==> src/rtl/cpu_mem_responder_pkg.sv <==
// cpu_mem_responder_pkg
//   Shared types and helpers for the CPU memory responder.
//   - req_sz_e     : CPU request size encoding (8/16/32/48 bits).
//   - resp_state_e : responder FSM states.
//   - beat_count() : number of 16-bit memory beats per request size.
//   - beat_wdata() : halfword k of the LSB-aligned 32-bit write data.
package cpu_mem_responder_pkg;

   localparam int unsigned MemBeatWidth = 16;

   typedef enum logic [1:0] {
      ReqDataSz8  = 2'd0,
      ReqDataSz16 = 2'd1,
      ReqDataSz32 = 2'd2,
      ReqDataSz48 = 2'd3
   } req_sz_e;

   typedef enum logic [1:0] {
      StIdle = 2'd0,
      StBeat = 2'd1,
      StDone = 2'd2
   } resp_state_e;

   function automatic logic [1:0] beat_count(req_sz_e sz);
      logic [1:0] n;
      unique case (sz)
         ReqDataSz8:  n = 2'd1;
         ReqDataSz16: n = 2'd1;
         ReqDataSz32: n = 2'd2;
         ReqDataSz48: n = 2'd3;
         default:     n = 2'd1;
      endcase
      return n;
   endfunction

   // Beats beyond the 32-bit write data read as zero (only 48-bit fetches get there).
   function automatic logic [MemBeatWidth-1:0] beat_wdata(logic [31:0] wd, logic [1:0] k);
      logic [47:0] ext;
      ext = {16'h0000, wd};
      return ext[{k, 4'b0000} +: MemBeatWidth];
   endfunction

endpackage

==> src/rtl/cpu_mem_responder_if.sv <==
// cpu_mem_responder_if
//   Bundles the CPU request/response signals and the 16-bit memory beat port.
//   Modports:
//   - slave  : responder view (takes CPU requests, drives memory beats).
//   - master : environment view (CPU plus memory/arbiter side).
//   Parameter ADDR_W is the CPU byte-address width; mem_addr is a halfword address.
interface cpu_mem_responder_if #(
   parameter int unsigned ADDR_W = 32
);
   logic              cpu_req_valid;
   logic              cpu_req_we;
   logic [1:0]        cpu_req_sz;
   logic [ADDR_W-1:0] cpu_req_addr;
   logic [31:0]       cpu_wr_data;
   logic              cpu_enable;
   logic [47:0]       cpu_data_in;
   logic              cpu_err;

   logic              mem_req;
   logic              mem_we;
   logic [ADDR_W-2:0] mem_addr;
   logic [1:0]        mem_be;
   logic [15:0]       mem_wdata;
   logic [15:0]       mem_rdata;
   logic              mem_ack;

   modport slave (
      input  cpu_req_valid, cpu_req_we, cpu_req_sz, cpu_req_addr, cpu_wr_data,
      output cpu_enable, cpu_data_in, cpu_err,
      output mem_req, mem_we, mem_addr, mem_be, mem_wdata,
      input  mem_rdata, mem_ack
   );

   modport master (
      output cpu_req_valid, cpu_req_we, cpu_req_sz, cpu_req_addr, cpu_wr_data,
      input  cpu_enable, cpu_data_in, cpu_err,
      input  mem_req, mem_we, mem_addr, mem_be, mem_wdata,
      output mem_rdata, mem_ack
   );
endinterface

==> src/rtl/cpu_mem_responder.sv <==
// cpu_mem_responder
//   Splits a CPU read/write request of 8/16/32/48 bits into 16-bit beats on a
//   synchronous memory port and returns little-endian read data to the CPU.
//   The CPU is stalled (cpu_enable low) while a request is in flight.
//   Ports:
//   - clk, rst_n : clock, asynchronous active-low reset.
//   - bus        : cpu_mem_responder_if.slave (CPU request side + memory beat side).
//   Parameters:
//   - ADDR_W      : CPU byte-address width.
//   - ACK_TIMEOUT : wait cycles allowed per beat before the request aborts with cpu_err.
module cpu_mem_responder
   import cpu_mem_responder_pkg::*;
#(
   parameter int unsigned ADDR_W      = 32,
   parameter int unsigned ACK_TIMEOUT = 255
) (
   input logic                clk,
   input logic                rst_n,
   cpu_mem_responder_if.slave bus
);

   localparam int unsigned HwW   = ADDR_W - 1;
   localparam int unsigned WaitW = $clog2(ACK_TIMEOUT + 1);

   resp_state_e        state_q, state_d;
   logic [1:0]         beat_q, beat_d;
   logic [1:0]         nbeats_q, nbeats_d;
   logic               we_q, we_d;
   req_sz_e            sz_q, sz_d;
   logic               byte_hi_q, byte_hi_d;
   logic [31:0]        wdata_q, wdata_d;
   logic [47:0]        shadow_q, shadow_d;
   logic [WaitW-1:0]   wait_q, wait_d;

   logic               cpu_enable_q, cpu_enable_d;
   logic [47:0]        cpu_data_q, cpu_data_d;
   logic               cpu_err_q, cpu_err_d;
   logic               mem_req_q, mem_req_d;
   logic               mem_we_q, mem_we_d;
   logic [HwW-1:0]     mem_addr_q, mem_addr_d;
   logic [1:0]         mem_be_q, mem_be_d;
   logic [15:0]        mem_wdata_q, mem_wdata_d;

   req_sz_e            req_sz;
   logic               req_illegal;
   logic               last_beat;
   logic               timed_out;

   assign req_sz      = req_sz_e'(bus.cpu_req_sz);
   // 48-bit is fetch-only; every multi-byte access must be halfword aligned.
   assign req_illegal = (req_sz == ReqDataSz48 && bus.cpu_req_we) ||
                        (req_sz != ReqDataSz8 && bus.cpu_req_addr[0]);
   assign last_beat   = (beat_q == nbeats_q - 2'd1);
   assign timed_out   = (wait_q == WaitW'(ACK_TIMEOUT - 1));

   always_comb begin
      state_d      = state_q;
      beat_d       = beat_q;
      nbeats_d     = nbeats_q;
      we_d         = we_q;
      sz_d         = sz_q;
      byte_hi_d    = byte_hi_q;
      wdata_d      = wdata_q;
      shadow_d     = shadow_q;
      wait_d       = wait_q;
      cpu_enable_d = cpu_enable_q;
      cpu_data_d   = cpu_data_q;
      cpu_err_d    = 1'b0;
      mem_req_d    = mem_req_q;
      mem_we_d     = mem_we_q;
      mem_addr_d   = mem_addr_q;
      mem_be_d     = mem_be_q;
      mem_wdata_d  = mem_wdata_q;

      unique case (state_q)
         StIdle: begin
            if (bus.cpu_req_valid && cpu_enable_q) begin
               if (req_illegal) begin
                  cpu_err_d = 1'b1;
               end else begin
                  we_d         = bus.cpu_req_we;
                  sz_d         = req_sz;
                  byte_hi_d    = bus.cpu_req_addr[0];
                  wdata_d      = bus.cpu_wr_data;
                  nbeats_d     = beat_count(req_sz);
                  beat_d       = 2'd0;
                  wait_d       = '0;
                  // Cleared so the final copy is already zero-extended.
                  shadow_d     = '0;
                  cpu_enable_d = 1'b0;
                  mem_req_d    = 1'b1;
                  mem_we_d     = bus.cpu_req_we;
                  mem_addr_d   = bus.cpu_req_addr[ADDR_W-1:1];
                  if (req_sz == ReqDataSz8) begin
                     mem_be_d    = bus.cpu_req_addr[0] ? 2'b10 : 2'b01;
                     mem_wdata_d = {bus.cpu_wr_data[7:0], bus.cpu_wr_data[7:0]};
                  end else begin
                     mem_be_d    = 2'b11;
                     mem_wdata_d = bus.cpu_wr_data[15:0];
                  end
                  state_d      = StBeat;
               end
            end
         end

         StBeat: begin
            if (bus.mem_ack) begin
               if (sz_q == ReqDataSz8) begin
                  shadow_d[7:0] = byte_hi_q ? bus.mem_rdata[15:8] : bus.mem_rdata[7:0];
               end else begin
                  shadow_d[{beat_q, 4'b0000} +: MemBeatWidth] = bus.mem_rdata;
               end
               wait_d = '0;
               if (last_beat) begin
                  mem_req_d = 1'b0;
                  state_d   = StDone;
               end else begin
                  // Next beat registered now so mem_req stays high without a bubble.
                  beat_d      = beat_q + 2'd1;
                  mem_addr_d  = mem_addr_q + HwW'(1);
                  mem_wdata_d = beat_wdata(wdata_q, beat_q + 2'd1);
               end
            end else if (timed_out) begin
               mem_req_d    = 1'b0;
               cpu_err_d    = 1'b1;
               cpu_enable_d = 1'b1;
               state_d      = StIdle;
            end else begin
               wait_d = wait_q + WaitW'(1);
            end
         end

         StDone: begin
            if (!we_q) begin
               cpu_data_d = shadow_q;
            end
            cpu_enable_d = 1'b1;
            state_d      = StIdle;
         end

         default: state_d = StIdle;
      endcase
   end

   always_ff @(posedge clk or negedge rst_n) begin
      if (!rst_n) begin
         state_q      <= StIdle;
         beat_q       <= 2'd0;
         nbeats_q     <= 2'd0;
         we_q         <= 1'b0;
         sz_q         <= ReqDataSz8;
         byte_hi_q    <= 1'b0;
         wdata_q      <= '0;
         shadow_q     <= '0;
         wait_q       <= '0;
         cpu_enable_q <= 1'b1;
         cpu_data_q   <= '0;
         cpu_err_q    <= 1'b0;
         mem_req_q    <= 1'b0;
         mem_we_q     <= 1'b0;
         mem_addr_q   <= '0;
         mem_be_q     <= 2'b00;
         mem_wdata_q  <= '0;
      end else begin
         state_q      <= state_d;
         beat_q       <= beat_d;
         nbeats_q     <= nbeats_d;
         we_q         <= we_d;
         sz_q         <= sz_d;
         byte_hi_q    <= byte_hi_d;
         wdata_q      <= wdata_d;
         shadow_q     <= shadow_d;
         wait_q       <= wait_d;
         cpu_enable_q <= cpu_enable_d;
         cpu_data_q   <= cpu_data_d;
         cpu_err_q    <= cpu_err_d;
         mem_req_q    <= mem_req_d;
         mem_we_q     <= mem_we_d;
         mem_addr_q   <= mem_addr_d;
         mem_be_q     <= mem_be_d;
         mem_wdata_q  <= mem_wdata_d;
      end
   end

   assign bus.cpu_enable  = cpu_enable_q;
   assign bus.cpu_data_in = cpu_data_q;
   assign bus.cpu_err     = cpu_err_q;
   assign bus.mem_req     = mem_req_q;
   assign bus.mem_we      = mem_we_q;
   assign bus.mem_addr    = mem_addr_q;
   assign bus.mem_be      = mem_be_q;
   assign bus.mem_wdata   = mem_wdata_q;

endmodule

==> src/flat_wrapper.sv <==
// flat-port wrapper written by rule: the top's interface ports become plain ports
module cpu_mem_responder_flat import cpu_mem_responder_pkg::*;
#(
   parameter int unsigned ADDR_W      = 32,
   parameter int unsigned ACK_TIMEOUT = 255
)
  (clk, rst_n, bus_cpu_req_valid, bus_cpu_req_we, bus_cpu_req_sz, bus_cpu_req_addr, bus_cpu_wr_data, bus_cpu_enable, bus_cpu_data_in, bus_cpu_err, bus_mem_req, bus_mem_we, bus_mem_addr, bus_mem_be, bus_mem_wdata, bus_mem_rdata, bus_mem_ack);
  cpu_mem_responder_if #(.ADDR_W(ADDR_W)) bus_i ();
  input logic clk;
  input logic rst_n;
  input wire logic [$bits(bus_i.cpu_req_valid)-1:0] bus_cpu_req_valid;
  input wire logic [$bits(bus_i.cpu_req_we)-1:0] bus_cpu_req_we;
  input wire logic [$bits(bus_i.cpu_req_sz)-1:0] bus_cpu_req_sz;
  input wire logic [$bits(bus_i.cpu_req_addr)-1:0] bus_cpu_req_addr;
  input wire logic [$bits(bus_i.cpu_wr_data)-1:0] bus_cpu_wr_data;
  output wire logic [$bits(bus_i.cpu_enable)-1:0] bus_cpu_enable;
  output wire logic [$bits(bus_i.cpu_data_in)-1:0] bus_cpu_data_in;
  output wire logic [$bits(bus_i.cpu_err)-1:0] bus_cpu_err;
  output wire logic [$bits(bus_i.mem_req)-1:0] bus_mem_req;
  output wire logic [$bits(bus_i.mem_we)-1:0] bus_mem_we;
  output wire logic [$bits(bus_i.mem_addr)-1:0] bus_mem_addr;
  output wire logic [$bits(bus_i.mem_be)-1:0] bus_mem_be;
  output wire logic [$bits(bus_i.mem_wdata)-1:0] bus_mem_wdata;
  input wire logic [$bits(bus_i.mem_rdata)-1:0] bus_mem_rdata;
  input wire logic [$bits(bus_i.mem_ack)-1:0] bus_mem_ack;
  assign bus_i.cpu_req_valid = bus_cpu_req_valid;
  assign bus_i.cpu_req_we = bus_cpu_req_we;
  assign bus_i.cpu_req_sz = bus_cpu_req_sz;
  assign bus_i.cpu_req_addr = bus_cpu_req_addr;
  assign bus_i.cpu_wr_data = bus_cpu_wr_data;
  assign bus_cpu_enable = bus_i.cpu_enable;
  assign bus_cpu_data_in = bus_i.cpu_data_in;
  assign bus_cpu_err = bus_i.cpu_err;
  assign bus_mem_req = bus_i.mem_req;
  assign bus_mem_we = bus_i.mem_we;
  assign bus_mem_addr = bus_i.mem_addr;
  assign bus_mem_be = bus_i.mem_be;
  assign bus_mem_wdata = bus_i.mem_wdata;
  assign bus_i.mem_rdata = bus_mem_rdata;
  assign bus_i.mem_ack = bus_mem_ack;
  cpu_mem_responder #(.ADDR_W(ADDR_W), .ACK_TIMEOUT(ACK_TIMEOUT)) u_core (.clk(clk), .rst_n(rst_n), .bus(bus_i));
endmodule
==> config.mk <==
export PLATFORM = sky130hd
export DESIGN_NAME = cpu_mem_responder_flat
export DESIGN_NICKNAME = d
export VERILOG_FILES = /design/src/rtl/cpu_mem_responder_pkg.sv /design/src/rtl/cpu_mem_responder_if.sv /design/src/rtl/cpu_mem_responder.sv /design/src/flat_wrapper.sv
export SDC_FILE = /design/constraint.sdc
export NUM_CORES = 1
export LEC_CHECK = 0
export BUFFER_PORTS_ARGS = -buffer_cell sky130_fd_sc_hd__buf_2
export CAP_MARGIN = 20
export CORE_ASPECT_RATIO = 0.6
export CORE_MARGIN = 2
export CORE_UTILIZATION = 45
export DETAILED_ROUTE_END_ITERATION = 8
export GPL_ROUTABILITY_DRIVEN = 0
export MAX_ROUTING_LAYER = met4
export PLACE_DENSITY = 0.7
export RECOVER_POWER = 100
export SETUP_SLACK_MARGIN = 0.02
export SKIP_CTS_REPAIR_TIMING = 1
export SLEW_MARGIN = 10
export SYNTH_ARGS = -nofsm -noshare
export SYNTH_HDL_FRONTEND = slang
export SYNTH_SLANG_ARGS = --single-unit
==> constraint.sdc <==
create_clock -name clk -period 3.2 [get_ports clk]
set_input_delay 0.16 -clock clk [delete_from_list [all_inputs] [get_ports clk]]
set_output_delay 0.16 -clock clk [all_outputs]
set_load 0.01 [all_outputs]
Word-level counts from Yosys, hierarchy flattened
Cells that the tools add are included.

word-level totals
  bits in registers = 198
  latch bits = 0
  memories kept = 0
  memory bits (read-only) = 0
  input port bits = 87
  memory bits (writable) = 0
  logic and storage cells = 118

operators by class
  muxes and demuxes = 54
  shift-type cells = 3
  divide/modulo/power cells = 0
  add/subtract/negate cells = 5
  $lt $le $gt $ge = 0
  reduce and logical (&&, ||, !) cells = 20
  equality and inequality tests = 17
  $mul = 0
  bitwise logic cells = 2

operator list
  kind                                                   number
  2-to-1 mux 48 bit                                      3
  2-to-1 mux 31 bit                                      4
  one-hot mux 48 bit (2 select lines)                    1
  2-to-1 mux 16 bit                                      5
  one-hot mux 31 bit (2 select lines)                    1
  bitwise mux 48 bit                                     1
  2-to-1 mux 8 bit                                       6
  variable shift 16 x 8 -> 48 bit, first input constant  1
  indexed part select 16 x 8 -> 48 bit                   1
  indexed part select 48 x 7 -> 16 bit                   1
  2-to-1 mux 40 bit                                      1
  one-hot mux 16 bit (2 select lines)                    1
  adder 31 x 1 -> 31 bit, second input constant          1
  2-to-1 mux 2 bit                                       11
  AND reduction 5 bit                                    4
  one-hot mux 8 bit (2 select lines)                     1
  2-to-1 mux 1 bit                                       13
  AND reduction 4 bit                                    3
  inequality test 2 bit, second input constant           5
  adder 8 x 1 -> 8 bit, second input constant            1
  == test 8 bit, second input constant                   1
  negator 6 -> 8 bit                                     1
  one-hot mux 2 bit (2 select lines)                     2
  == test 2 bit, second input constant                   3
  19 further kinds                                       29

Logic depth before layout (Yosys ltp)
Gate-level depths: netlist of the first run.

  word-level depth = 6
  depth in mapped cells = 11
  gate-level depth less buffers = 7

Worst setup path before layout of the first run
No wires, ideal clock.

  kind = flip-flop to flip-flop
  from = register u_core.beat_q[0]
  to = register u_core.shadow_q[43]
  path slack = 246 ps
  stages on the path, launching flop included = 11
  data arrival time = 2872 ps
  path buffers = 4
  period minus slack after synthesis = 2954 ps
  cell sequence = dfrtp_1 -> clkbuf_1 -> buf_2 -> buf_1 -> inv_1 -> ha_1 -> nand2_1 -> nor4b_1 -> clkbuf_1 -> nand3_1 -> o21ai_0

on the way
  cells in the longest elaborated chain, start to end = 6
  elaborated cells between the ends (all ways) = 7
  those cells by class = add/sub: 1; shift: 2; mux: 4

ends and longest elaborated chain
  element                                                                                  line                      source
  from (decl)                                                                              cpu_mem_responder.sv:26   logic [1:0] beat_q, beat_d;
  from (signal assigned)                                                                   cpu_mem_responder.sv:166  beat_q <= beat_d;
  negator 6 -> 8 bit *                                                                     cpu_mem_responder.sv:111  shadow_d[{beat_q, 4'b0000} +: MemBeatWidth] = bus.mem_rdata;
  indexed part select 16 x 8 -> 48 bit or variable shift 16 x 8 -> 48 bit (tied branches)  cpu_mem_responder.sv:111
  bitwise mux 48 bit *                                                                     cpu_mem_responder.sv:111
  2-to-1 mux 40 bit *                                                                      cpu_mem_responder.sv:108  if (sz_q == ReqDataSz8) begin
  2-to-1 mux 48 bit *                                                                      cpu_mem_responder.sv:107  if (bus.mem_ack) begin
  one-hot mux 48 bit (2 select lines) *                                                    cpu_mem_responder.sv:75   unique case (state_q)
  to (signal assigned)                                                                     cpu_mem_responder.sv:172  shadow_q <= shadow_d;
  to (decl)                                                                                cpu_mem_responder.sv:32   logic [47:0] shadow_q, shadow_d;

Every way passes the cells marked *; elsewhere a longest branch is shown, timed or not. The select of a mux whose other input is x is not followed.
A chain may end at the register's enable or synchronous reset.

Final worst setup path of the first run
  from = register u_core.state_q[1]
  to = register u_core.mem_addr_q[15] (netlist: u_core.bus.mem_addr[15])

on the way
  cells in the longest elaborated chain, start to end = 3
  elaborated cells between the ends (all ways) = 9
  those cells by class = eq/ne: 5; mux: 1; reduce/logical: 3

ends and longest elaborated chain
  element                                                         line                      source
  from (decl)                                                     cpu_mem_responder.sv:25   resp_state_e state_q, state_d;
  from (signal assigned)                                          cpu_mem_responder.sv:147  state_q <= StIdle;
  from (signal assigned)                                          cpu_mem_responder.sv:165  state_q <= state_d;
  == test 2 x 1 -> 1 bit or logical NOT 2 bit (tied branches)     cpu_mem_responder.sv:75
  inequality test 2 bit (no source line) (tied with other cells)  -
  AND reduction 5 bit (no source line)                            -
  to (signal assigned)                                            cpu_mem_responder.sv:179  mem_addr_q <= mem_addr_d;
  to (decl)                                                       cpu_mem_responder.sv:40   logic [HwW-1:0] mem_addr_q, mem_addr_d;

Several ways; a longest one is shown, not always the timed one.

==> results.md, run 1 <==
Run status:
- The flow ran to the end, but the final reports show violations.
- The checks that failed: negative hold slack, max-capacitance violations, max-slew violations.

Global route:
- The number of antenna violations at the first check in global routing is 0.
- For this run, the total global-route usage over all layers was measured as 0.2387.
- The number of global-route vias before repair is 6929.
- The total grt overflow is 0.
- The first global-routing pass estimated 38870 um of wire.
- Entering global routing, the biggest net connects 92 pins.

Placement:
- The minimum setup slack after placement is 0.5947 ns.
- The quantity of I/O buffers inserted on ports is 187.
- Once detailed placement completed, the half-perimeter wirelength came to 17420 um.
- The placed standard-cell area is 10590 um2.

Layout:
- The number of nets at the end of the flow is 1168.
- The layout cell share with drive strength beyond 1 is 0.2188.
- The area growth from synthesis to layout is 23.89%.
- The number of antenna diodes is 0.
- For this run, the share of the core covered by cells in the final layout is 0.5722.
- The area of all placed cells without fillers is 11510 um2.

Floorplan:
- The number of standard-cell rows in the floorplan is 40.
- The vertical die dimension is 115.3 um.
- For this configuration, the core starts out at a cell density of 0.4619.
- The die covers 21850 um2.
- The floorplan core area is 20120 um2.
- Measured along the x axis, the die boundary spans 189.5 um.
- 188 I/O pins were placed.

Timing:
- The total count of max-transition violations in the final report is 90.
- Setup repair after global routing left no endpoint under its margin.
- The setup TNS after final layout is 0 ns.
- The post-layout minimum cycle time is 2.803 ns.
- For the pin with the worst max-slew slack, the measured transition is 2.392 ns.
- Setup violations remaining at the end of the flow were counted as 0.
- For the final database, setup skew stands at 0.01155 ns.
- The final count of hold timing violations is 4.
- The fmax is 356.8 MHz.
- The worst-case headroom to the max-slew limit is -0.5947.
- Across all hold checks on the routed design, the worst slack comes to -0.02481 ns.
- The share of the cycle needed by the critical path after routing is 0.8758.
- The final worst-path setup slack is 0.3974 ns.

Drt:
- The detailed-routed wire length on met2 is 10710 um.
- The uppermost layer routed is met4.
- After detailed routing, the number of remaining DRC violations is 0.
- The met1 layer wirelength in the final routing is 12770 um.
- The via count of the routed design is 7671.
- For this run, the detailed router's first-pass iteration total came to 5.
- The number of vias per cell is 5.657.
- The wire length on met3 is 1675 um.
- The first routing iteration left 604 violations.
- The routed length per instance is 18.77 um.
- The overall routed net length is 25450 um.
- Once detail routing completed, the nets flagged for antenna violations numbered 0.

Setup path:
- The dominant delay contributor by cell family on the critical path is buffers and inverters.
- The stage delay of the slowest cell on the critical path is 0.43 ns.
- At the worst endpoint, the arrival time is 3.14 ns.
- The capturing element type of the critical path is a register.
- The critical path launch point type is a register.
- Counting both buffers and inverters, the worst setup path holds a total of 5.
- Traced cell by cell, the critical path runs through inv_1 -> ha_1 -> buf_4 -> inv_1 -> buf_4 -> and2_1 -> clkbuf_2 -> a22o_1 -> a21o_1.
- The largest individual stage delay along the critical path comes from the cell sky130_fd_sc_hd__ha_1.
- Counting cells, the worst reg-to-reg path comes to 9.
- The depth of the critical timing path with buffers and inverters included is 9.
- The start-to-end type of the worst setup path is register to register.
- The peak fanout along the critical path is 27.
- The critical path data required time is 3.54 ns.

Synth:
- Each instance of the synthesized netlist takes up on average 10.92 um2.
- Ranked by total cell area, the synthesized netlist is headed by sky130_fd_sc_hd__dfrtp_1 (53%), sky130_fd_sc_hd__mux2_2 (11%), sky130_fd_sc_hd__nand2_1 (4.0%).
- The most used flip-flop cell after synthesis is sky130_fd_sc_hd__dfrtp_1.
- In the synthesized netlist, the number of instances is 851.
- The number of different library cells in the post-synthesis netlist is 59.
- The synthesized netlist occupies a cell area of 9293 um2.
- The largest total area in the synthesized netlist belongs to sky130_fd_sc_hd__dfrtp_1.
- The number of nets in the synthesized netlist is 949.
- The number of storage elements in the synthesis netlist is 198.
- During synthesis, Yosys emitted a total of 0 warnings.
- The sequential element share of the synthesized area is 0.5333.
- The number of flops mapped to enable cells by yosys is 0.
- The commonest cells after synthesis are sky130_fd_sc_hd__dfrtp_1 (197), sky130_fd_sc_hd__nand2_1 (98), sky130_fd_sc_hd__mux2_2 (93).
- The area share of the leading cell type in the synthesized netlist is 0.5305.
- Of all flip-flops after synthesis, the portion carrying an async set or reset was 1.000.
- In the post-synthesis netlist, the cell with the most instances is sky130_fd_sc_hd__dfrtp_1.

Clock tree:
- The H-tree was split into 4 levels.
- The clock tree from TritonCTS is yes.
- The later pin in the worst-skew pair is clocked with a latency of 0.44 ns.
- The number of clock sinks is 198.
- The clock passes through at most 2 buffers.
- The number of clock buffers added by TritonCTS is 17.
- The clock tree root buffer cell is sky130_fd_sc_hd__clkbuf_16.
- The clock-pin slew on the worst setup and hold paths is 0.08 ns.

Min path:
- The worst hold path cell count is 3.
- The worst hold path belongs to the class input port to register.

Power:
- Power spread over the standard cell area amounts to 432.1 nW/um2.
- The worst-case IR drop observed on VDD is 0.3694 mV.
- Summed over all cells, the static leakage comes to 5.305 nW.

Job:
- The number of maximum-capacitance constraint violations is 1.
[flip-flops by register name (all words and copies together) (netlist names), 2 cells and up]
signal                  cells
u_core.wait_q               8
u_core.wdata_q             32
u_core.beat_q               2
u_core.bus.mem_addr        31
u_core.nbeats_q             2
u_core.shadow_q            48
u_core.bus.cpu_data_in     48
u_core.sz_q                 2
u_core.bus.mem_be           2
u_core.bus.mem_wdata       16
u_core.state_q              2
[worst paths after layout]
path	startpoint	end	slack, ns
setup / recovery	u_core.state_q[1]	u_core.bus.mem_addr[15]	0.40
min in group asynchronous	rst_n	u_core.bus.mem_addr[18]	0.99
max in group asynchronous	rst_n	u_core.byte_hi_q	0.82
setup reg to reg	u_core.state_q[1]	u_core.bus.mem_addr[15]	0.40
hold / removal	bus_cpu_req_addr[9]	u_core.bus.mem_addr[8]	-0.02
hold reg to reg	u_core.bus.mem_wdata[13]	u_core.bus.mem_wdata[13]	0.48
[cells by family after synthesis]
group,count (synthesis),share of synthesized area
multiplexers,123,0.1450
AND/OR/NAND/NOR,276,0.1524
adder cells (fa/ha/maj),11,0.01481
AO/OA/AOI/OAI,156,0.1150
XOR/XNOR,6,0.005655
flip-flops,198,0.5333
buffers and inverters,81,0.03380
[routing by layer]
| metal | GRT usage | vias up |
|---|---|---|
| li1 | - | 3542 |
| met1 | 0.3664 | 3795 |
| met2 | 0.3162 | 307 |
| met3 | 0.05220 | 27 |
| met4 | 0.05633 | 0 |
| met5 | - | - |
[worst register-to-register path, stage by stage (launching register included)]
cell and delay [ns]:
sky130_fd_sc_hd__dfrtp_1 0.41, sky130_fd_sc_hd__inv_1 0.14, sky130_fd_sc_hd__ha_1 0.43, sky130_fd_sc_hd__buf_4 0.36
sky130_fd_sc_hd__inv_1 0.11, sky130_fd_sc_hd__buf_4 0.22, sky130_fd_sc_hd__and2_1 0.33, sky130_fd_sc_hd__clkbuf_2 0.32
sky130_fd_sc_hd__a22o_1 0.25, sky130_fd_sc_hd__a21o_1 0.15
[through the flow]
stage                     cells  total power (W)
after floorplan             851         0.002573
after global placement     1276         0.002719
after detailed placement   1276         0.002718
after CTS                  1308         0.004971
after global routing       1356         0.005135
final                      1356         0.004974
[cell usage in the layout (no fill, tap or decap), types with 27 or more instances in the layout]
| cell type | instances |
|---|---|
| sky130_fd_sc_hd__inv_1 | 27 |
| sky130_fd_sc_hd__mux2_2 | 93 |
| sky130_fd_sc_hd__buf_2 | 85 |
| sky130_fd_sc_hd__nand2_1 | 98 |
| sky130_fd_sc_hd__nor2_1 | 29 |
| sky130_fd_sc_hd__o21ai_0 | 43 |
| sky130_fd_sc_hd__nand3_1 | 44 |
| sky130_fd_sc_hd__dfrtp_1 | 197 |
| sky130_fd_sc_hd__clkbuf_1 | 102 |
| sky130_fd_sc_hd__mux2i_1 | 30 |
| sky130_fd_sc_hd__dlygate4sd3_1 | 48 |
[layout make-up]
class,instances,area [um2]
tap,273,341.6
multi-input combinational,572,4035
clock buffer,20,466.7
sequential,198,4956
clock inverter,12,155.1
inverter,27,101.3
timing repair buffer,254,1456
fill,1787,8607
[report_power, final]
part / leakage, nW / internal (W) / total, W / switching, W
logic: 2.40 / 0.0000942 / 0.000213 / 0.000119
registers: 2.60 / 0.00250 / 0.00250 / 0
clock network: 0.306 / 0.00124 / 0.00226 / 0.00102
(Power assumes the default switching activity.)
==> run 2, diff against run 1 <==
--- a/config.mk
+++ b/config.mk
@@ -12,6 +12,7 @@
 export CORE_UTILIZATION = 45
 export DETAILED_ROUTE_END_ITERATION = 8
 export GPL_ROUTABILITY_DRIVEN = 0
+export HOLD_SLACK_MARGIN = 0.1
 export MAX_ROUTING_LAYER = met4
 export PLACE_DENSITY = 0.7
 export RECOVER_POWER = 100
==> run 2 against run 1 <==
The run ends with max-capacitance violations, max-slew violations left. Routed wire length is 2.1% higher. Global-route usage unchanged. Clock skew shrank 0.0019 ns. Critical path depth is the same. Die area did not move. Utilization rose by 1.8 points. Worst hold slack gained 0.11 ns. Fmax grew 0.45%. Register-to-register slack about the same.
==> results.md, run 2 (synthesis gave the netlist of run 1 again) <==
Run status:
- Outcome: complete, but fails checks (unchanged).
- Violations in the final reports: max-capacitance violations, max-slew violations (was negative hold slack, max-capacitance violations, max-slew violations).

Layout:
- The number of filler cells placed in the layout is 1753 (was 1787).
- The most common cell after layout, fill and taps aside is sky130_fd_sc_hd__dfrtp_1 (unchanged).
- The number of antenna diodes is 0 (unchanged).
- The layout overhead on the synthesized area is 27.78% (was 23.89%).
- The layout cell share with drive strength beyond 1 is 0.2127 (was 0.2188).
- The count of placed standard cells in the final layout, fillers left out was 1392 (was 1356).
- Top library cells by usage in the layout, fill and taps aside: sky130_fd_sc_hd__dfrtp_1 (197), sky130_fd_sc_hd__clkbuf_1 (101), sky130_fd_sc_hd__nand2_1 (98) (was sky130_fd_sc_hd__dfrtp_1 (197), sky130_fd_sc_hd__clkbuf_1 (102), sky130_fd_sc_hd__nand2_1 (98)).
- The area of all placed cells without fillers is 11870 um2 (was 11510 um2).
- The number of nets at the end of the flow is 1204 (was 1168).

Placement:
- The half-perimeter wire length after detailed placement is 17420 um (unchanged).
- The minimum setup slack after placement is 0.5947 ns (unchanged).
- The placed standard-cell area was 10590 um2 (unchanged).
- The quantity of I/O buffers inserted on ports came to 187 (unchanged).
- The number of placed cells counting well taps came to 1276 (unchanged).

Drt:
- The total iterations of the first detailed-routing run is 7 (was 5).
- The number of vias per cell came to 5.598 (was 5.657).
- The via count of the routed design is 7793 (was 7671).
- The routed length per instance is 18.66 um (was 18.77 um).
- The count of routing violations after the opening detailed-route iteration came to 593 (was 604).
- The overall routed net length came to 25970 um (was 25450 um).
- The remaining antenna violation count after routing is 0 (unchanged).
- The DRC violation count after routing is 0 (unchanged).

Job:
- The number of maximum-capacitance constraint violations is 1 (unchanged).

Setup path:
- The destination of the worst register-to-register timing path is u_core.bus.mem_addr[15] (unchanged).
- The number of cells on the worst reg-to-reg path is 9 (unchanged).
- The slack of the worst reg-to-reg path was 0.41 ns (was 0.40 ns).
- The count of buffering cells on the critical path with inverters included is 5 (unchanged).
- The dominant delay contributor by cell family on the critical path is buffers and inverters (unchanged).
- Cell breakdown of the critical path: inv_1 -> ha_1 -> buf_4 -> inv_1 -> buf_4 -> and2_1 -> clkbuf_2 -> a22o_1 -> a21o_1 (unchanged).
- The critical path data required time was 3.53 ns (was 3.54 ns).
- The critical path launch point type was a register (unchanged).
- The capturing element type of the critical path is a register (unchanged).
- The endpoint arrival time on the critical path is 3.12 ns (was 3.14 ns).
- The stage delay of the slowest cell on the critical path is 0.42 ns (was 0.43 ns).
- The start-to-end type of the worst setup path is register to register (unchanged).
- The peak fanout along the critical path is 27 (unchanged).
- The worst-path cell with the longest stage delay is sky130_fd_sc_hd__ha_1 (unchanged).
- The startpoint of the worst register-to-register path is u_core.state_q[1] (unchanged).

Global route:
- The number of global-route vias before repair came to 6929 (unchanged).
- The all-layer global routing usage is 0.2387 (unchanged).
- The largest net degree at the start of global routing was 92 (unchanged).
- The wire length of the first global-routing pass was 38870 um (unchanged).
- The number of antenna violations at the first check in global routing is 0 (unchanged).
- The total grt overflow came to 0 (unchanged).

Clock tree:
- The later-pin clock latency in the skew report was 0.44 ns (about the same).
- The number of buffers created by CTS was 17 (unchanged).
- The clock tree root buffer cell is sky130_fd_sc_hd__clkbuf_16 (unchanged).
- The clock-pin slew on the worst setup and hold paths was 0.08 ns (about the same).
- The number of H-tree branching levels came to 4 (unchanged).
- The number of clock sinks is 198 (unchanged).
- The maximum buffer depth of the clock tree was 2 (unchanged).
- The clock tree from TritonCTS is yes (unchanged).

Min path:
- The classification of the worst-slack hold path is input port to register (unchanged).
- The launch point of the worst hold path was bus_mem_rdata[8] (was bus_cpu_req_addr[9]).
- The worst hold path cell count is 2 (was 3).
- The worst min-delay path endpoint was u_core.shadow_q[24] (was u_core.bus.mem_addr[8]).

Floorplan:
- The count of boundary I/O pins is 188 (unchanged).
- The initial core utilization came to 0.4619 (unchanged).
- The horizontal extent of the die is 189.5 um (unchanged).
- The area of the die is 21850 um2 (unchanged).
- The floorplan core area is 20120 um2 (unchanged).
- The vertical die dimension came to 115.3 um (unchanged).
- The number of standard-cell rows in the floorplan is 40 (unchanged).

Timing:
- The total count of max-transition violations in the final report is 90 (unchanged).
- The setup TNS after final layout was 0 ns (unchanged).
- The worst-case headroom to the max-slew limit is -0.5963 (was -0.5947).
- Setup repair after global routing missed its margin: false (unchanged).
- The final worst-path setup slack is 0.4099 ns (was 0.3974 ns).
- The count of endpoints failing setup in the final report came to 0 (unchanged).
- The share of the cycle needed by the critical path after routing came to 0.8719 (was 0.8758).
- The fmax is 358.4 MHz (was 356.8 MHz).
- The slew at the pin closest to its max-slew limit was 2.394 ns (was 2.392 ns).
- The worst clock skew was 0.009698 ns (was 0.01155 ns).
- The final count of hold timing violations is 0 (was 4).
- The post-layout minimum cycle time came to 2.790 ns (was 2.803 ns).

Power:
- The power per unit of standard cell area is 422.0 nW/um2 (was 432.1 nW/um2).
- The leakage power figure came to 5.461 nW (was 5.305 nW).
- The maximum resistive drop on vdd came to 0.3683 mV (was 0.3694 mV).
==> run 2: cell types whose count changed in the layout (fill, tap and decap cells not counted) <==
cell,delta
sky130_fd_sc_hd__clkbuf_1,-1
sky130_fd_sc_hd__buf_2,+1
sky130_fd_sc_hd__dlygate4sd3_1,+36
==> run 2: final cells by class <==
class	count	area [um2]	area share
multi-input cells	572	4035	0.3398
repair buffers	290	1818	0.1531
inverters	27	101.3	0.008535
clock buffers	20	466.7	0.03930
well taps	273	341.6	0.02877
flip-flops and latches	198	4956	0.4174
clock inverters	12	155.1	0.01307
==> run 2: how the worst max path moves through the flow <==
stage	startpoint	end	slack, ns	depth (start not counted)
2_1_floorplan	u_core.beat_q[0]	u_core.shadow_q[43]	0.25	10
3_3_place_gp	u_core.state_q[1]	u_core.bus.mem_addr[11]	0.71	8
3_5_place_dp	u_core.state_q[1]	u_core.bus.mem_addr[15]	0.59	9
4_1_cts	u_core.state_q[1]	u_core.bus.mem_addr[15]	0.59	9
5_1_grt	u_core.state_q[1]	u_core.bus.mem_addr[15]	0.22	9
6_report	u_core.state_q[1]	u_core.bus.mem_addr[15]	0.41	9
==> run 2: routing by layer <==
metal	up-vias	global-route usage	share of wire
li1	3620	-	-
met4	0	0.05633	0.0099
met5	-	-	0
met2	296	0.3162	0.42
met1	3850	0.3664	0.51
met3	27	0.05220	0.060
==> run 2: worst reg2reg max path: cells and delay by family, from the launching register on <==
family	cells	cell delay [ns]
compound gates	2	0.39
simple gates	1	0.33
flops	1	0.41
fa+ha+maj	1	0.42
buf+inv	5	1.15
==> run 2: power by group <==
| group | internal [W] | switching (W) | total, W |
|---|---|---|---|
| Sequential | 0.00250 | 0 | 0.00250 |
| Clock | 0.00124 | 0.00102 | 0.00226 |
| Combinational | 0.000122 | 0.000125 | 0.000247 |
==> run 2: stage by stage <==
stage | power (W) | hold slack, ns | util
floorplan | 0.002573 | -0.1356 | -
global placement | 0.002719 | 0.2911 | 0.5264
detailed placement | 0.002718 | 0.2940 | 0.5264
CTS | 0.004971 | -0.1784 | 0.5573
global route | 0.005170 | 0.1022 | 0.5902
finish | 0.005010 | 0.08265 | 0.5902
